`config.mk`:
```
export PLATFORM = sky130hd
export DESIGN_NAME = seg_disp_sched
export DESIGN_NICKNAME = d
export VERILOG_FILES = /design/src/rtl/seg_disp_sched.sv
export SDC_FILE = /design/constraint.sdc
export NUM_CORES = 1
export LEC_CHECK = 0
export CORE_MARGIN = 2
export CORE_UTILIZATION = 55
export CTS_CLUSTER_DIAMETER = 40
export CTS_CLUSTER_SIZE = 12
export DETAILED_ROUTE_END_ITERATION = 10
export PLACE_DENSITY_LB_ADDON = 0.2
export SYNTH_ARGS = -nofsm -noshare
export SYNTH_HDL_FRONTEND = slang
export SYNTH_SLANG_ARGS = --single-unit
```
`constraint.sdc`:
```
create_clock -name sys_clk -period 2.7 [get_ports sys_clk]
set_clock_uncertainty 0.2 [all_clocks]
set_input_delay 0.27 -clock sys_clk [delete_from_list [all_inputs] [get_ports sys_clk]]
set_output_delay 0.27 -clock sys_clk [all_outputs]
set_load 0.02 [all_outputs]
```
`src/rtl/seg_disp_sched.sv`:
```
// Round-robin share of one 3-digit seven-segment display between two value sources.
// Winner's 10-bit value is saturated, converted to BCD by double-dabble, then held for HOLD_CYC cycles.
module seg_disp_sched #(
    parameter int HOLD_CYC = 50_000_000,
    parameter int HOLD_W   = 26
) (
    input  logic        sys_clk,
    input  logic        sys_rst,
    input  logic        req_a,
    input  logic [9:0]  val_a,
    output logic        ack_a,
    input  logic        req_b,
    input  logic [9:0]  val_b,
    output logic        ack_b,
    output logic [11:0] bcd_out,
    output logic        src_id,
    output logic        ovf,
    output logic        busy
);

    typedef enum logic [1:0] {IDLE, GRANT, CONV, HOLD} state_t;

    localparam logic [HOLD_W-1:0] HOLD_LAST = HOLD_W'(HOLD_CYC - 1);

    state_t            state;
    logic              win;
    logic              last;
    logic [3:0]        conv_cnt;
    logic [HOLD_W-1:0] hold_cnt;
    logic              pend_ovf;
    logic [9:0]        bin;
    logic [11:0]       bcd;
    logic [11:0]       bcd_nxt;
    logic [9:0]        sel_val;
    logic              grant_ok;

    function automatic logic [9:0] sat999(input logic [9:0] v);
        return (v > 10'd999) ? 10'd999 : v;
    endfunction

    // One double-dabble step: add 3 to every nibble >= 5, then shift in the next binary bit.
    function automatic logic [11:0] dd_step(input logic [11:0] b, input logic msb);
        logic [11:0] t;
        t = b;
        for (int i = 0; i < 3; i++) begin
            if (b[4*i +: 4] >= 4'd5)
                t[4*i +: 4] = b[4*i +: 4] + 4'd3;
        end
        return {t[10:0], msb};
    endfunction

    assign sel_val  = win ? val_b : val_a;
    assign grant_ok = (state == GRANT) && (win ? req_b : req_a);
    assign ack_a    = grant_ok && !win;
    assign ack_b    = grant_ok && win;
    assign bcd_nxt  = dd_step(bcd, bin[9]);

    // Conversion datapath: no reset, only meaningful while in CONV.
    always_ff @(posedge sys_clk) begin
        if (state == GRANT) begin
            bin <= sat999(sel_val);
            bcd <= 12'h000;
        end else if (state == CONV) begin
            bin <= {bin[8:0], 1'b0};
            bcd <= bcd_nxt;
        end
    end

    always_ff @(posedge sys_clk or posedge sys_rst) begin
        if (sys_rst) begin
            state    <= IDLE;
            win      <= 1'b0;
            last     <= 1'b1;
            conv_cnt <= 4'd0;
            hold_cnt <= '0;
            pend_ovf <= 1'b0;
            bcd_out  <= 12'h000;
            src_id   <= 1'b0;
            ovf      <= 1'b0;
            busy     <= 1'b0;
        end else begin
            case (state)
                IDLE: begin
                    if (req_a || req_b) begin
                        win   <= (req_a && req_b) ? !last : req_b;
                        state <= GRANT;
                        busy  <= 1'b1;
                    end
                end
                GRANT: begin
                    if (grant_ok) begin
                        last     <= win;
                        pend_ovf <= (sel_val > 10'd999);
                        conv_cnt <= 4'd0;
                        state    <= CONV;
                    end else begin
                        state <= IDLE;
                        busy  <= 1'b0;
                    end
                end
                CONV: begin
                    if (conv_cnt == 4'd9) begin
                        bcd_out  <= bcd_nxt;
                        src_id   <= win;
                        ovf      <= pend_ovf;
                        hold_cnt <= '0;
                        state    <= HOLD;
                    end else begin
                        conv_cnt <= conv_cnt + 4'd1;
                    end
                end
                HOLD: begin
                    if (hold_cnt == HOLD_LAST) begin
                        state <= IDLE;
                        busy  <= 1'b0;
                    end else begin
                        hold_cnt <= hold_cnt + 1'b1;
                    end
                end
                default: begin
                    state <= IDLE;
                    busy  <= 1'b0;
                end
            endcase
        end
    end

endmodule

```
Word-level counts from Yosys, hierarchy flattened
Index checks and enable logic that the tools add are counted.
- $add $sub $neg: 5
- $lt $le $gt $ge: 4
- eq/ne operators: 12
- multiplexer cells: 24
- reductions and logical operators: 18
- operators by type and width (kind ; count):
    $mux W26 ; 2
    $pmux W26 S2 ; 1
    $mux W10 ; 4
    $add A26 B1 Y26 const B ; 1
    $eq A26 B26 Y1 const B ; 1
    $mux W4 ; 4
    $ge A4 B3 Y1 const B ; 3
    $ne A2 B2 Y1 const B ; 6
    $gt A10 B10 Y1 const B ; 1
    $reduce_and A3 Y1 ; 3
    $add A4 B2 Y4 const B ; 2
    $mux W2 ; 4
    $pmux W2 S4 ; 1
    $pmux W4 S2 ; 1
    $reduce_and A2 Y1 ; 3
    $mux W1 ; 5
    $add A4 B1 Y4 const B ; 1
    $eq A2 B2 Y1 const B ; 2
    $eq A4 B4 Y1 const B ; 1
    $logic_and A1 B1 Y1 ; 4
    $reduce_and A4 Y1 ; 1
    $reduce_bool A2 Y1 ; 2
    $add A3 B2 Y3 const B ; 1
    $mux W3 ; 1
    7 further kinds ; 8
- flip-flop bits (word level): 72
- bits of input ports: 24
- output and inout bits: 17
- logic and storage cells: 75

Depth between registers and ports, before layout
- depth after elaboration: 4
- gate-level depth with buffers: 8
- gate-level depth less buffers: 7

Least setup slack after synthesis
Ideal clock, no wire load.
- path type: register -> register
- from: register hold_cnt[10]
- to: register hold_cnt[12]
- library setup time: 0.128 ns
- arrival: 1.997 ns
- required time: 2.372 ns
- setup slack: 0.375 ns
- stages on the path, launching flop included: 7
- buffers on the path: 2
- period minus slack after synthesis: 2.325 ns
- cells stage by stage: dfrtp_1 -> or4b_1 -> or4_4 -> o211ai_2 -> buf_6 -> buf_8 -> o31ai_1
- word-level cells in the longest chain between the ends: 3
- elaborated cells on any way between the ends: 6
- classes of those cells: add/sub (1); eq/ne (2); mux (2); reduce/logical (1)
- RTL lines (item ; RTL line ; source):
    from (decl) ; 29 ; logic [HOLD_W-1:0] hold_cnt;
    from (signal assigned) ; 117 ; hold_cnt <= hold_cnt + 1'b1;
    $add A26 B1 Y26 / $eq A26 B26 Y1 (equally long branches) ; 117, 113 ;
    $mux W26 / $ne A2 B2 Y1 (equally long branches) ; -- ;
    $pmux W26 S2 / $reduce_and A3 Y1 (equally long branches) ; -- ;
Several ways; a longest one is shown, not always the timed one. The select of a mux whose other input is x is not followed.
A chain may end at the register's enable or synchronous reset.

Worst setup path in the final report
- from: register hold_cnt[10]
- to: register hold_cnt[25]
The elaborated chain is that of the path after synthesis.

==> flow_summary_export.csv <==
group,metric,value,unit
global_routing,grt_pass1_wl,14.6,mm
timing,post-route-period-util,93.8,%
floorplanning,core,0.00687,mm^2
cells_and_area,nNetsFinal,504,
floorplanning,rows,30,
yosys,synth.most_common_cell,"dfrtp_1",
yosys,synth_xor_area_share,0.666,%
clock_tree,path_clk_slew,0.08,ns
yosys,synth_top_area_share,31.1,%
setup_path,r2r_slack,0.17,ns
setup_path,critPathMaxFanout,8,
global_routing,grt_usage,23.9,%
clock_tree,ctsLongestPathBuffers,2,
routing,drt_pass1_iterations,5,
yosys,yosys_register_bits,72,
routing,vias,3341,
power,power.total,2170,uW
floorplanning,num_io_pins,41,
place,hpwl,6.22,mm
yosys,synth_mux_area_share,6.57,%
setup_path,slowest_stage,"or4_4",
setup_path,worst_ep_arrival_time,2.57,ns
floorplanning,die_y,88.7,um
clock_tree,cts_buffers,9,
yosys,synth_top_area_cell,"dfrtp_1",
timing,final_hold_viol_count,0,
power,powerDensity,460,mW/mm^2
setup_path,cp.required,2.74,ns
setup_path,crit_family,"simple AND/OR/NAND/NOR gates",
yosys,synth-async-reset-ratio,69.4,%
yosys,synth_edf_count,10,
clock_tree,cts_hold_buf,0,
yosys,syn_inst,417,
routing,avgViaCountPerCell,5.89,
floorplanning,start_util,57.4,%
power,ir_worst_vdd,266,uV
yosys,synthSimpleGateAreaFrac,19.2,%
setup_path,worst-path-buf-inv,1,
clock_tree,cts_resized,0,
clock_tree,clock_latency,0.35,ns
cells_and_area,drive_gt1_share,10.6,%
timing,hold_ws,0.0323,ns
flow_run,max_cap_viol_count,0,
place,place.gp.congestion,0.870,
yosys,syn_area,0.00394,mm^2
clock_tree,tritoncts,"yes",
routing,drt_iter0_drc,195,
global_routing,antenna_found_initial,0,
global_routing,overflow,0,
yosys,synth_cell_types,56,
setup_path,critical_path_class,"flip-flop to flip-flop",
timing,slew_headroom,60.5,%
timing,worstMarginPinSlew,0.588,ns
yosys,synth-seq-area-share,45.5,%
clock_tree,htree_levels,3,
cells_and_area,syn2layout_area_growth,19.9,%
setup_path,start_kind,"flip-flop",
outcome,status,"complete, no violations",
yosys,synthFlopType,"dfrtp_1",
setup_path,r2r_end,"hold_cnt[25]",
setup_path,cp_cell_sequence,"or4b_1 > or4_4 > o211ai_2 > buf_4 > o21bai_1 > a2bb2oi_2",
setup_path,end_kind,"flip-flop",
yosys,ys_top_cells_by_area,"dfrtp_1, edfxtp_1, dfxtp_1, o21ai_0, mux2i_1",
global_routing,grt_max_degree,21,
yosys,synth-compound-area-share,18.8,%
timing,fin_ws,0.168,ns
setup_path,startpoint,"hold_cnt[10]",
floorplanning,die_area,0.00786,mm^2
global_routing,grt_pass1_vias,3175,
clock_tree,post-cts-setup-buffers,0,
timing,fin_crit,2.53,ns
timing,rsz0062_at_grt,"false",
yosys,avgSynthCellArea,9.45,um^2
routing,ant_nets,0,
routing,routedWlPerCell,15.2,um
clock_tree,clock-sinks,72,
hold_path,hp-class,"input port to async pin",
power,p_leak,0.00185,uW
setup_path,reg2reg_depth,6,
timing,fmax,0.395,GHz
yosys,synthTopCellsByCount,"dfrtp_1, o21ai_0, nand2_1",
floorplanning,die_x,88.7,um
timing,tns,0,ns
timing,slew_viol_final,0,
cells_and_area,diodes,0,
setup_path,rr_startpoint,"hold_cnt[10]",
timing,setup_violations,0,
clock_tree,cts_root_buffer,"clkbuf_8",
routing,route.detailed.drc,0,
yosys,yosysWarningCount,0,
routing,routed_wl,8.61,mm
yosys,synth_nets,455,
yosys,synthAdderAreaFrac,4.44,%
place,io_buffers,40,
setup_path,slowest_delay,0.57,ns
place,pre_cts_ws,0.189,ns
yosys,synth_top_family_by_area,"simple AND/OR/NAND/NOR gates",
sequential cells by signal, summed over array words and instances (netlist names), named ones only:
register / cells
hold_cnt: 26
bcd: 12
bcd_out: 12
bin: 10
conv_cnt: 4
busy: 1
last: 1
ovf: 1
pend_ovf: 1
src_id: 1
state: 1
win: 1
cells in the final DEF, fill, tap and decap left out, types with 6 or more instances in the layout:
| cell | netlist | layout |
|---|---|---|
| a21oi_1 | 26 | 26 |
| a22o_1 | 6 | 6 |
| a31oi_1 | 10 | 10 |
| and2_1 | 7 | 7 |
| and3_1 | 7 | 7 |
| buf_4 | 2 | 17 |
| clkbuf_8 | 0 | 9 |
| clkdlybuf4s50_1 | 0 | 40 |
| dfrtp_1 | 49 | 49 |
| dfxtp_1 | 12 | 12 |
| edfxtp_1 | 10 | 10 |
| ha_1 | 14 | 14 |
| inv_1 | 19 | 18 |
| mux2_2 | 7 | 7 |
| mux2i_1 | 18 | 18 |
| nand2_1 | 40 | 40 |
| nand2b_1 | 8 | 8 |
| nand3_1 | 21 | 21 |
| nand4_1 | 7 | 7 |
| nor2_1 | 27 | 27 |
| o21ai_0 | 42 | 42 |
| o31ai_1 | 10 | 10 |
kinds of logic (layout without fill, tap and decap cells):
family / Yosys count / in the layout
compound gates: 118 / 118
mux: 25 / 25
buf+inv: 39 / 93
simple gates: 146 / 146
fa+ha+maj: 14 / 14
xor+xnor: 3 / 3
flops: 72 / 72
power breakdown:
group	leakage, uW	switching [uW]	total [uW]	internal (uW)
sequential	0.000789	0	1090	1090
combinational	0.000950	26.7	62.4	35.7
clock	0.000116	408	1020	611
cell type report:
type	count	area, um^2
fill	545	2140
timing repair buffer	58	548
tap	96	120
sequential	72	1790
clock buffer	10	128
multi-input combinational	306	1960
inverter	19	71.3
clock inverter	6	108
worst max-delay path by stage:
stage,slack (ns),to,depth (start not counted)
finish,0.17,hold_cnt[25],6
detailed placement,0.19,hold_cnt[25],6
global placement,0.23,hold_cnt[25],6
CTS,0.17,hold_cnt[25],6
floorplan,0.37,hold_cnt[12],6
global route,0.07,hold_cnt[25],6
worst reg2reg max path: cells and delay by family, from the launching register on:
kind | cells | cell delay, ns
AOI/OAI and AO/OA | 3 | 0.46
buffers and inverters | 1 | 0.21
DFF | 1 | 0.46
and+or+nand+nor | 2 | 1.09
stage by stage:
| stage | utilization (%) | instance area, um^2 | cells |
|---|---|---|---|
| floorplan | - | 3940 | 417 |
| global placement | 65.4 | 4490 | 551 |
| finish | 68.8 | 4730 | 567 |
| CTS | 68.8 | 4730 | 567 |
| detailed placement | 65.4 | 4490 | 551 |
| global route | 68.8 | 4730 | 567 |
per-layer routing:
metal	part of all wire, %	track usage [%]	up-vias
met5	0	0	-
met4	2.4	11.7	0
met3	5.7	4.10	24
met2	47	37.7	130
met1	45	32.0	1565
li1	-	-	1622
(Power assumes the default switching activity.)
